===== config.mk =====
export PLATFORM = sky130hd
export DESIGN_NAME = upower_multicycle_ctrl
export DESIGN_NICKNAME = d
export VERILOG_FILES = /design/src/rtl/upower_ctrl_pkg.sv /design/src/rtl/upower_decode.sv /design/src/rtl/upower_multicycle_ctrl.sv
export SDC_FILE = /design/constraint.sdc
export NUM_CORES = 1
export LEC_CHECK = 0
export ABC_AREA = 1
export CAP_MARGIN = 10
export CORE_MARGIN = 2
export CORE_UTILIZATION = 40
export DETAILED_ROUTE_END_ITERATION = 8
export MAX_ROUTING_LAYER = met4
export PLACE_DENSITY = 0.67
export SLEW_MARGIN = 5
export SYNTH_ARGS = -nofsm -noshare
export SYNTH_HDL_FRONTEND = slang
export SYNTH_SLANG_ARGS = --single-unit

===== constraint.sdc =====
create_clock -name clk -period 3.8 [get_ports clk]
set_input_delay 1.14 -clock clk [delete_from_list [all_inputs] [get_ports clk]]
set_output_delay 1.14 -clock clk [all_outputs]
set_load 0.01 [all_outputs]

===== src/rtl/upower_ctrl_pkg.sv =====
// Shared types and constants for the uPOWER multi-cycle control.
// Opcode/XO values, ALU encodings, FSM states and trap causes.
package upower_ctrl_pkg;

   localparam logic [5:0] OP_ADDI = 6'd14;
   localparam logic [5:0] OP_ORI  = 6'd24;
   localparam logic [5:0] OP_ANDI = 6'd28;
   localparam logic [5:0] OP_X31  = 6'd31;
   localparam logic [5:0] OP_LD   = 6'd58;
   localparam logic [5:0] OP_STD  = 6'd62;

   localparam logic [9:0] XO_AND  = 10'd28;
   localparam logic [9:0] XO_SUBF = 10'd40;
   localparam logic [9:0] XO_ADD  = 10'd266;

   localparam logic [3:0] ALU_AND = 4'b0000;
   localparam logic [3:0] ALU_OR  = 4'b0001;
   localparam logic [3:0] ALU_ADD = 4'b0010;
   localparam logic [3:0] ALU_SUB = 4'b0110;

   localparam logic [1:0] TC_NONE    = 2'b00;
   localparam logic [1:0] TC_ILLEGAL = 2'b01;
   localparam logic [1:0] TC_TIMEOUT = 2'b10;

   typedef enum logic [2:0] {
      S_IDLE, S_DECODE, S_EXEC, S_MEM, S_WB, S_TRAP
   } state_t;

   typedef enum logic [1:0] {
      C_ALU, C_LD, C_STD
   } iclass_t;

   typedef struct packed {
      logic [3:0] alu_op;
      logic       alu_src;
      logic       reg_dst;
      logic       reg1;
      logic       reg2;
      logic       mem_to_reg;
   } ctl_t;

   typedef struct packed {
      iclass_t cls;
      logic    legal;
      ctl_t    ctl;
   } dec_t;

   function automatic ctl_t mk_ctl(
      input logic [3:0] op,
      input logic       src,
      input logic       dst,
      input logic       r1,
      input logic       r2,
      input logic       m2r
   );
      ctl_t c;
      c.alu_op     = op;
      c.alu_src    = src;
      c.reg_dst    = dst;
      c.reg1       = r1;
      c.reg2       = r2;
      c.mem_to_reg = m2r;
      return c;
   endfunction

endpackage


===== src/rtl/upower_decode.sv =====
// Combinational uPOWER decoder: opcode, XO and DS bits in,
// instruction class, legality and datapath control fields out.
import upower_ctrl_pkg::*;

module upower_decode (
   input  logic [5:0] opcd,
   input  logic [9:0] xo,
   input  logic [1:0] ds,
   output dec_t       dec
);

   always_comb begin
      dec = '0;
      unique case (1'b1)
         (opcd == OP_ADDI): begin
            dec.legal = 1'b1;
            dec.ctl   = mk_ctl(ALU_ADD, 1'b1, 1'b1, 1'b1, 1'b0, 1'b0);
         end
         (opcd == OP_ANDI): begin
            dec.legal = 1'b1;
            dec.ctl   = mk_ctl(ALU_AND, 1'b1, 1'b0, 1'b0, 1'b0, 1'b0);
         end
         (opcd == OP_ORI): begin
            dec.legal = 1'b1;
            dec.ctl   = mk_ctl(ALU_OR, 1'b1, 1'b0, 1'b0, 1'b0, 1'b0);
         end
         (opcd == OP_X31): begin
            unique case (1'b1)
               (xo == XO_ADD): begin
                  dec.legal = 1'b1;
                  dec.ctl   = mk_ctl(ALU_ADD, 1'b0, 1'b1, 1'b1, 1'b1, 1'b0);
               end
               (xo == XO_SUBF): begin
                  dec.legal = 1'b1;
                  dec.ctl   = mk_ctl(ALU_SUB, 1'b0, 1'b1, 1'b1, 1'b1, 1'b0);
               end
               (xo == XO_AND): begin
                  dec.legal = 1'b1;
                  dec.ctl   = mk_ctl(ALU_AND, 1'b0, 1'b0, 1'b0, 1'b1, 1'b0);
               end
               default: ;
            endcase
         end
         // DS-form: low two bits select variants we do not implement
         (opcd == OP_LD): begin
            if (ds == 2'b00) begin
               dec.legal = 1'b1;
               dec.cls   = C_LD;
               dec.ctl   = mk_ctl(ALU_ADD, 1'b1, 1'b1, 1'b1, 1'b0, 1'b1);
            end
         end
         (opcd == OP_STD): begin
            if (ds == 2'b00) begin
               dec.legal = 1'b1;
               dec.cls   = C_STD;
               dec.ctl   = mk_ctl(ALU_ADD, 1'b1, 1'b0, 1'b1, 1'b0, 1'b0);
            end
         end
         default: ;
      endcase
   end

endmodule


===== src/rtl/upower_multicycle_ctrl.sv =====
// Multi-cycle uPOWER control sequencer: IDLE/DECODE/EXEC/MEM/WB/TRAP.
// Ports: instr handshake, mem_ack, trap_clr in; IR, strobes, status out.
import upower_ctrl_pkg::*;

module upower_multicycle_ctrl #(
   parameter int CNT_W       = 32,
   parameter int MEM_TIMEOUT = 15
) (
   input  logic             clk,
   input  logic             rst,
   input  logic [31:0]      instr_in,
   input  logic             instr_valid,
   output logic             instr_ready,
   input  logic             mem_ack,
   input  logic             trap_clr,
   output logic [31:0]      instruction,
   output logic             RegWrite,
   output logic             MemRead,
   output logic             MemWrite,
   output logic             MemtoReg,
   output logic             ALUSrc,
   output logic             RegDst,
   output logic             reg1,
   output logic             reg2,
   output logic [3:0]       ALU_OP,
   output logic             done,
   output logic             trap,
   output logic [1:0]       trap_cause,
   output logic [CNT_W-1:0] retired
);

   localparam logic [7:0] TMO_LAST = 8'(MEM_TIMEOUT - 1);

   state_t     state;
   iclass_t    cls;
   ctl_t       ctl;
   logic [7:0] tcnt;
   dec_t       dec;

   upower_decode u_dec (
      .opcd (instruction[31:26]),
      .xo   (instruction[10:1]),
      .ds   (instruction[1:0]),
      .dec  (dec)
   );

   assign instr_ready = (state == S_IDLE);
   assign ALU_OP      = ctl.alu_op;
   assign ALUSrc      = ctl.alu_src;
   assign RegDst      = ctl.reg_dst;
   assign reg1        = ctl.reg1;
   assign reg2        = ctl.reg2;
   assign MemtoReg    = ctl.mem_to_reg;

   always_ff @(posedge clk or negedge rst) begin
      if (!rst) begin
         state       <= S_IDLE;
         cls         <= C_ALU;
         ctl         <= '0;
         tcnt        <= '0;
         instruction <= '0;
         RegWrite    <= 1'b0;
         MemRead     <= 1'b0;
         MemWrite    <= 1'b0;
         done        <= 1'b0;
         trap        <= 1'b0;
         trap_cause  <= TC_NONE;
         retired     <= '0;
      end else begin
         done     <= 1'b0;
         RegWrite <= 1'b0;
         MemRead  <= 1'b0;
         MemWrite <= 1'b0;
         unique case (state)
            S_IDLE: begin
               if (instr_valid) begin
                  instruction <= instr_in;
                  state       <= S_DECODE;
               end
            end
            S_DECODE: begin
               if (dec.legal) begin
                  state <= S_EXEC;
                  cls   <= dec.cls;
                  ctl   <= dec.ctl;
               end else begin
                  state      <= S_TRAP;
                  trap       <= 1'b1;
                  trap_cause <= TC_ILLEGAL;
               end
            end
            S_EXEC: begin
               if (cls == C_ALU) begin
                  state    <= S_WB;
                  RegWrite <= 1'b1;
               end else begin
                  state    <= S_MEM;
                  tcnt     <= '0;
                  MemRead  <= (cls == C_LD);
                  MemWrite <= (cls == C_STD);
               end
            end
            S_MEM: begin
               if (mem_ack) begin
                  if (cls == C_LD) begin
                     state    <= S_WB;
                     RegWrite <= 1'b1;
                  end else begin
                     state   <= S_IDLE;
                     done    <= 1'b1;
                     retired <= retired + CNT_W'(1);
                     ctl     <= '0;
                  end
               end else if (tcnt == TMO_LAST) begin
                  state      <= S_TRAP;
                  trap       <= 1'b1;
                  trap_cause <= TC_TIMEOUT;
                  ctl        <= '0;
               end else begin
                  tcnt     <= tcnt + 8'd1;
                  MemRead  <= MemRead;
                  MemWrite <= MemWrite;
               end
            end
            S_WB: begin
               state   <= S_IDLE;
               done    <= 1'b1;
               retired <= retired + CNT_W'(1);
               ctl     <= '0;
            end
            S_TRAP: begin
               if (trap_clr) begin
                  state      <= S_IDLE;
                  trap       <= 1'b0;
                  trap_cause <= TC_NONE;
               end
            end
            default: state <= S_IDLE;
         endcase
      end
   end

endmodule

## Yosys cells after proc, flatten, opt, wreduce, memory -nomap -nowiden

Index checks and enable logic that the tools add are counted.

- Multiplexer cells: 48
- Add/subtract/negate cells: 2
- Eq/ne operators: 29
- Reduce and logical (&&, ||, !) cells: 14

Operators by type and width:

| kind | count |
|---|---|
| two-way mux 32 bit | 2 |
| case mux 32 bit (2 select lines) | 1 |
| case mux 10 bit (6 select lines) | 1 |
| two-way mux 9 bit | 4 |
| adder 32 x 1 -> 32 bit (second input constant) | 1 |
| case mux 10 bit (3 select lines) | 1 |
| case mux 9 bit (3 select lines) | 1 |
| two-way mux 8 bit | 3 |
| two-way mux 3 bit | 7 |
| inequality test 2 bit (second input constant) | 10 |
| == test 6 x 5 -> 1 bit (second input constant) | 3 |
| case mux 8 bit (2 select lines) | 1 |
| case mux 3 bit (5 select lines) | 1 |
| two-way mux 1 bit | 13 |
| == test 6 bit (second input constant) | 2 |
| two-way mux 12 bit | 1 |
| two-way mux 11 bit | 1 |
| == test 10 x 5 -> 1 bit (second input constant) | 1 |
| == test 10 x 6 -> 1 bit (second input constant) | 1 |
| == test 10 x 9 -> 1 bit (second input constant) | 1 |
| adder 8 x 1 -> 8 bit (second input constant) | 1 |
| == test 8 x 4 -> 1 bit (second input constant) | 1 |
| two-way mux 2 bit | 4 |
| case mux 1 bit (2 select lines) | 4 |
| other kinds (18) | 27 |

- Input port bits: 37
- Output and inout bits: 81
- Word-level logic and storage cells: 110
- Register bits: 93

## Longest topological paths before layout

Gate-level depths: netlist of run 1.

- Depth in word-level cells: 5
- Depth in mapped cells: 11
- Gate-level depth less buffers: 11

## By module

Synthesis of run 1 repeated with hierarchy kept, for this count alone.

- Cells, all modules: 562
- Area, all modules: 4803.4 um^2

By module, submodules not included:

| module | area an instance (um^2) | cells each | seq. area each (um^2) | times used |
|---|---|---|---|---|
| upower_multicycle_ctrl | 4380.5 | 475 | 2327.2 | 1 |
| upower_decode | 422.9 | 87 | 0.0 | 1 |

## Worst setup path after synthesis of run 1

OpenSTA, ideal clock, no wires.

- Path kind: input to register
- Start: input port mem_ack
- End: register retired[14]
- Cell stages on the path: 8
- Buffers on the path: 0
- Data required time: 3.680 ns
- Arrival time: 1.911 ns
- Setup slack: 1.769 ns
- Path through: inv_1 -> nor2_2 -> nand2_1 -> nand2_2 -> nand3_2 -> or2_4 -> o21ai_1 -> nand2_1

- Cells in the longest elaborated chain, start to end: 2

Ends and longest elaborated chain:

| what | line | RTL |
|---|---|---|
| start: declaration | upower_multicycle_ctrl.sv:14 | `input logic mem_ack,` |
| inequality test 2 bit (no source line) | n/a |  |
| AND reduction 3 bit (no source line) | n/a |  |
| end signal: assignment | upower_multicycle_ctrl.sv:111 | `retired <= retired + CNT_W'(1);` |
| end signal: assignment | upower_multicycle_ctrl.sv:128 | `retired <= retired + CNT_W'(1);` |
| end: declaration | upower_multicycle_ctrl.sv:29 | `output logic [CNT_W-1:0] retired` |

Every way passes these cells.
A chain may end at the register's enable or synchronous reset.

## Worst setup path after layout of run 1

- Start: register state[0]
- End: output port instr_ready

- Cells in the longest elaborated chain, start to end: 1

Ends and longest elaborated chain:

| what | line | RTL |
|---|---|---|
| start: declaration | upower_multicycle_ctrl.sv:34 | `state_t state;` |
| start signal: assignment | upower_multicycle_ctrl.sv:57 | `state <= S_IDLE;` |
| start signal: assignment | upower_multicycle_ctrl.sv:78 | `state <= S_DECODE;` |
| start signal: assignment | upower_multicycle_ctrl.sv:83 | `state <= S_EXEC;` |
| zero test 3 bit | upower_multicycle_ctrl.sv:47 | `assign instr_ready = (state == S_IDLE);` |
| end: declaration | upower_multicycle_ctrl.sv:13 | `output logic instr_ready,` |

Every way passes these cells.

==> results.py, run 1 <==
metrics = {
    "pwr": {
        "internal_power_uw": 2510,
        "max-vdd-ir-drop_v": 0.000516,
        "seq_power_share_pct": 38.5,
        "p_comb_share_pct": 38.9,
        "power.share.switching_pct": 34.6,
        "finalPower_uw": 3840,
        "powerDensity_nw_per_um2": 606,
        "p_clk_share_pct": 22.6,
        "cellLeakagePower_uw": 0.00286,
        "p_switching_uw": 1330,
    },
    "cts": {
        "cts_setup_buffers": 0,
        "hold_buffers": 0,
        "path_clk_slew_ns": 0.06,
        "cts_max_path_buffers": 2,
        "htree_levels": 3,
        "cts_resized": 0,
        "insertion_delay_ns": 0.34,
        "clkSinkCount": 91,
        "ctsRootBufferMaster": "clkbuf_16",
        "cts-buffers-inserted": 9,
        "cts_tree": "built",
    },
    "drt": {
        "wl_met1_um": 5410,
        "detail-route-antenna-nets": 0,
        "met2_length_um": 5380,
        "avgViaCountPerCell": 5.00,
        "vias": 4223,
        "top_layer": "met4",
        "routedWlPerCell_um": 14.0,
        "dr.pass1.iters": 6,
        "met3_length_um": 807,
        "drc_errors": 3,
        "drt_iter0_markers": 229,
        "wl_um": 11800,
    },
    "layout": {
        "final_cell_area_um2": 6340,
        "final_cell_mix": "158 x nand2_1, 115 x clkdlybuf4s50_1, 91 x dfrtp_1, 70 x nor2_1, 63 x inv_1",
        "layout_commonest_cell": "nand2_1",
        "drive_above_1_share_pct": 8.27,
        "area_growth_syn_to_layout_pct": 33.0,
        "fin_cells": 844,
        "finalNetCount": 738,
        "fill_cells": 1058,
        "antenna_cells": 0,
    },
    "yosys": {
        "synth_top_area_cell": "dfrtp_1",
        "syn_area_um2": 4760,
        "synth_cell_types": 37,
        "synth_top_area_share_pct": 47.8,
        "synth_top_flop_cell": "dfrtp_1",
        "synth_seq_cells": 91,
        "synth-edff-count": 0,
        "synth_area_leaders": "dfrtp_1 48%, nand2_1 12%, nor2_1 5.5%",
        "ys_seq_area_share_pct": 47.8,
        "synth_nets": 621,
        "synth_cells": 581,
        "yosysWarnings": 0,
        "avgSynthCellArea_um2": 8.20,
        "postSynth.asyncResetShare_pct": 100,
    },
    "setup_path": {
        "cp-end-kind": "output port",
        "r2r_setup_slack_ns": 1.78,
        "cp.arrival_ns": 1.79,
        "r2r_start": "state[0]",
        "start_kind": "flop",
        "worst-path-max-fanout": 5,
        "worstPathRequired_ns": 2.66,
        "crit_start": "state[0]",
        "worstSetupPathType": "reg2out",
    },
    "global_routing": {
        "grt_antenna_before_repair": 0,
        "grt_pass1_wl_um": 19400,
        "grt_overflow": 0,
        "grt_use_total_pct": 19.3,
        "grt_max_degree": 53,
        "grt_pass1_vias": 4098,
    },
    "placement": {
        "dp.cells": 830,
        "pre_cts_ws_ns": 0.878,
        "dp_hpwl_um": 9050,
        "place_area_um2": 6050,
        "port_buffers": 116,
        "gp_congestion": 0.953,
    },
    "sta": {
        "fmax_mhz": 341,
        "setup_violations": 0,
        "hold_violations": 0,
        "setup_ws_ns": 0.871,
        "period_share_pct": 77.1,
        "min_period_ns": 2.93,
        "max-slew-margin-rel_pct": 44.5,
        "rsz0062_at_grt": "false",
        "worst_pin_slew_ns": 0.829,
        "finClkSkew_ns": 0.00690,
        "timing.setup.tns_ns": 0,
        "slew_viol_final": 0,
    },
    "worst_hold_path": {
        "hold_path_class": "reg2reg",
        "min_from": "reg2",
    },
    "run_status": {
        "violations": "DRC",
        "status": "finished with violations",
    },
    "job": {
        "drv_cap": 0,
    },
    "floorplan": {
        "start_util_pct": 41.4,
        "dieArea_um2": 12800,
        "chipHeight_um": 113,
        "fp.dieW_um": 113,
        "rows": 39,
        "ios": 118,
        "core_area_um2": 11500,
    },
}
state kept, by name, indices dropped and copies added, names as in the netlist, 2 cells and up:
signal       flops
ALU_OP           3
cls              2
instruction     32
retired         32
state            3
tcnt             8
trap_cause       2
final timing paths:
kind,end,cells past startpoint
max,instr_ready,2
min,reg2,2
max reg2reg,instruction[19],3
min reg2reg,reg2,2
max in group asynchronous,retired[21],2
min in group asynchronous,instruction[8],1
critical path: stages, from the launching register on:
cell	delay, ns
dfrtp_1	0.46
nor3_2	0.39
clkdlybuf4s50_1	0.61
power groups by stage:
stage	Sequential [µW]	Combinational (µW)	Clock (µW)
2_1_floorplan	1560	697	0
3_3_place_gp	1480	1480	0
3_5_place_dp	1490	1500	0
4_1_cts	1480	1510	896
5_1_grt	1520	1640	927
6_report	1480	1490	869
kinds of logic (layout without fill, tap and decap cells):
logic type | after synthesis | count (layout) | share of synthesized area [%]
multiplexers | 22 | 22 | 5.20
adder cells (fa/ha/maj) | 3 | 3 | 0.788
AO/OA/AOI/OAI | 41 | 41 | 4.96
XOR/XNOR | 30 | 30 | 5.52
AND/OR/NAND/NOR | 316 | 316 | 28.9
other | 1 | 1 | 0.0787
buffers and inverters | 77 | 197 | 6.78
flip-flops | 91 | 91 | 47.8
cell type report:
| type | count | area [µm²] | share of cell area (%) |
|---|---|---|---|
| tap | 143 | 179 | 2.82 |
| sequential | 91 | 2280 | 35.9 |
| inverter | 65 | 248 | 3.91 |
| timing repair buffer | 118 | 1190 | 18.7 |
| clock buffer | 11 | 243 | 3.83 |
| multi-input combinational | 413 | 2160 | 34.1 |
| clock inverter | 3 | 40.0 | 0.632 |
routing by layer:
metal  up-vias  GRT usage (%)
met3        17           4.98
li1       2078              -
met2       133           29.7
met4         0           5.85
met5         -              -
met1      1995           25.1
per-stage QoR:
stage          utilization (%)  hold slack, ns
5_1_grt                   55.0           0.502
2_1_floorplan                -           0.474
4_1_cts                   55.0           0.482
3_3_place_gp              52.6           0.461
6_report                  55.0           0.475
3_5_place_dp              52.6           0.462
synthesized netlist by cell type (3+ instances only):
library cell / number
nand3b_1: 4
nor2_1: 70
ha_1: 3
xor2_1: 23
nand2_2: 4
o21ai_0: 20
xnor2_1: 7
nand4_1: 10
nand3_1: 35
inv_1: 63
o31ai_1: 4
dfrtp_1: 91
nor3_2: 3
nand2_1: 158
nor3_1: 21
a21oi_1: 12
nor2_2: 3
buf_2: 6
mux2_2: 22
Power figures use the tool's default switching activity.
==> run 2: changes to the inputs <==
--- a/config.mk
+++ b/config.mk
@@ -11,7 +11,7 @@
 export CORE_UTILIZATION = 40
 export DETAILED_ROUTE_END_ITERATION = 8
 export MAX_ROUTING_LAYER = met4
-export PLACE_DENSITY = 0.67
+export PLACE_DENSITY = 0.7
 export SLEW_MARGIN = 5
 export SYNTH_ARGS = -nofsm -noshare
 export SYNTH_HDL_FRONTEND = slang
==> constraint.sdc (replaced) <==
create_clock -name clk -period 2.4 [get_ports clk]
set_input_delay 0.72 -clock clk [delete_from_list [all_inputs] [get_ports clk]]
set_output_delay 0.72 -clock clk [all_outputs]
set_load 0.01 [all_outputs]
==> results.py, run 2 (synthesized netlist as in run 1, its figures left out) <==
metrics = {
    "run_status": {
        "status": "finished with violations",
        "violations": "DRC",
    },
    "sta": {
        "hold_violations": 0,
        "max-slew-margin-rel_pct": 67.0,
        "timing.setup.tns_ns": 0,
        "slew_viol_final": 0,
        "worst_pin_slew_ns": 0.492,
        "setup_violations": 0,
        "finClkSkew_ns": 0.00616,
        "rsz0062_at_grt": "false",
        "fmax_mhz": 467,
        "period_share_pct": 89.1,
        "min_period_ns": 2.14,
    },
    "drt": {
        "vias": 4162,
        "routedWlPerCell_um": 13.8,
        "dr.pass1.iters": 7,
        "avgViaCountPerCell": 4.90,
        "drc_errors": 4,
        "drt_iter0_markers": 274,
        "wl_um": 11700,
        "detail-route-antenna-nets": 0,
    },
    "layout": {
        "final_cell_area_um2": 6380,
        "multiInputGateArea_um2": 2170,
        "area_growth_syn_to_layout_pct": 34.0,
        "fin_cells": 849,
        "top_regs": "instruction x32, retired x32, tcnt x8",
        "layout_commonest_cell": "nand2_1",
        "fill_cells": 1051,
        "final_cell_mix": "158 x nand2_1, 114 x clkdlybuf4s50_1, 90 x dfrtp_1, 70 x nor2_1, 63 x inv_1",
        "drive_above_1_share_pct": 9.07,
        "seq_area_um2": 2280,
        "antenna_cells": 0,
        "finalNetCount": 743,
    },
    "setup_path": {
        "cp.arrival_ns": 1.42,
        "cp.depth": 1,
        "worstRegToRegCells": 7,
        "regToRegEndpoint": "retired[14]",
        "worstSetupPathType": "reg2out",
        "cpPeakStageDelay_ns": 0.59,
        "r2r_start": "retired[0]",
        "crit_start": "retired[20]",
        "critPathCapture": "retired[20]",
        "critPathTopFamily": "buffers and inverters",
        "start_kind": "flop",
        "worst-path-max-fanout": 7,
        "cp_slowest_cell": "clkdlybuf4s50_1",
        "worstPathRequired_ns": 1.68,
        "cp-end-kind": "output port",
        "cp_num_buf_inv": 1,
        "r2r_setup_slack_ns": 0.55,
        "crit_chain": "clkdlybuf4s50_1",
    },
    "job": {
        "drv_cap": 0,
    },
    "placement": {
        "gp_congestion": 0.933,
        "dp.cells": 834,
        "place_area_um2": 6100,
        "dp_hpwl_um": 9110,
        "port_buffers": 116,
    },
    "global_routing": {
        "grt_pass1_wl_um": 19800,
        "grt_max_degree": 44,
        "grt_use_total_pct": 19.8,
        "grt_antenna_before_repair": 0,
        "grt_overflow": 0,
        "grt_pass1_vias": 4169,
    },
    "floorplan": {
        "rows": 39,
        "ios": 118,
        "fp.dieW_um": 113,
        "dieArea_um2": 12800,
        "core_area_um2": 11500,
        "chipHeight_um": 113,
        "start_util_pct": 41.4,
    },
    "cts": {
        "cts-buffers-inserted": 9,
        "hold_buffers": 0,
        "htree_levels": 3,
        "insertion_delay_ns": 0.34,
        "cts_max_path_buffers": 2,
        "ctsRootBufferMaster": "clkbuf_16",
        "clkSinkCount": 91,
        "cts_tree": "built",
        "path_clk_slew_ns": 0.06,
    },
    "pwr": {
        "max-vdd-ir-drop_v": 0.000502,
        "powerDensity_nw_per_um2": 952,
        "cellLeakagePower_uw": 0.00290,
    },
    "worst_hold_path": {
        "hold_path_class": "in2async",
    },
}
run 2: cell count changes in the layout (fill, tap and decap cells not counted), sizes merged:
| cell | delta |
|---|---|
| buf | +5 |
| clkbuf | +1 |
| clkinv | -1 |
| clkdlybuf4s50 | -1 |
| dlymetal6s2s | +1 |
| clkinvlp | +1 |
| bufinv | -1 |
run 2: power by group:
part	leakage [µW]	switching [µW]	total, µW	internal (µW)
combinational	0.00161	1180	2430	1240
clock	0.000131	566	1310	745
sequential	0.00115	381	2340	1960
total	0.00290	2130	6080	3950
run 2: worst min path at each step:
stage,cells after the start,to
5_1_grt,1,instruction[30]
6_report,1,instruction[7]
4_1_cts,1,instruction[3]
3_5_place_dp,2,ALUSrc
3_3_place_gp,2,trap
2_1_floorplan,0,ALUSrc
run 2: metal layers:
layer | up-vias | wire length (µm) | part of all wire, % | GRT usage (%)
met4 | 0 | 205 | 1.8 | 6.99
met1 | 1953 | 5460 | 47 | 26.5
li1 | 2088 | - | - | -
met2 | 104 | 5350 | 46 | 29.8
met5 | - | 0 | 0 | -
met3 | 17 | 699 | 6.0 | 4.55
run 2: cell type report:
cell class / instances / area share (%)
clock inverter: 2 / 0.196
sequential: 91 / 35.7
inverter: 65 / 3.88
multi-input combinational: 413 / 34.0
tap: 143 / 2.80
timing repair buffer: 123 / 19.4
clock buffer: 12 / 4.02
run 2: what timing repair did:
item / CTS / global route
setup endpoints to repair: 1 / 1
setup buffers: 1 / 0
gates resized for setup: 1 / 2
pin swaps: 1 / 1
run 2: stage by stage:
stage | setup slack (ns) | hold slack [ns] | utilization (%) | total power [µW]
after floorplan | 0.691 | 0.424 | - | 3570
after global placement | 0.128 | 0.468 | 52.9 | 4710
after detailed placement | 0.0746 | 0.470 | 52.9 | 4770
after CTS | 0.0357 | 0.332 | 55.4 | 6140
after global routing | 0.237 | 0.359 | 55.4 | 6470
final | 0.261 | 0.326 | 55.4 | 6080
==> run 3: changes to the inputs <==
--- a/config.mk
+++ b/config.mk
@@ -9,6 +9,7 @@
 export CAP_MARGIN = 10
 export CORE_MARGIN = 2
 export CORE_UTILIZATION = 40
+export CTS_CLUSTER_SIZE = 28
 export DETAILED_ROUTE_END_ITERATION = 8
 export MAX_ROUTING_LAYER = met4
 export PLACE_DENSITY = 0.7
==> results of run 3 <==
The final DEF is identical to that of run 2; final timing and power are the same.
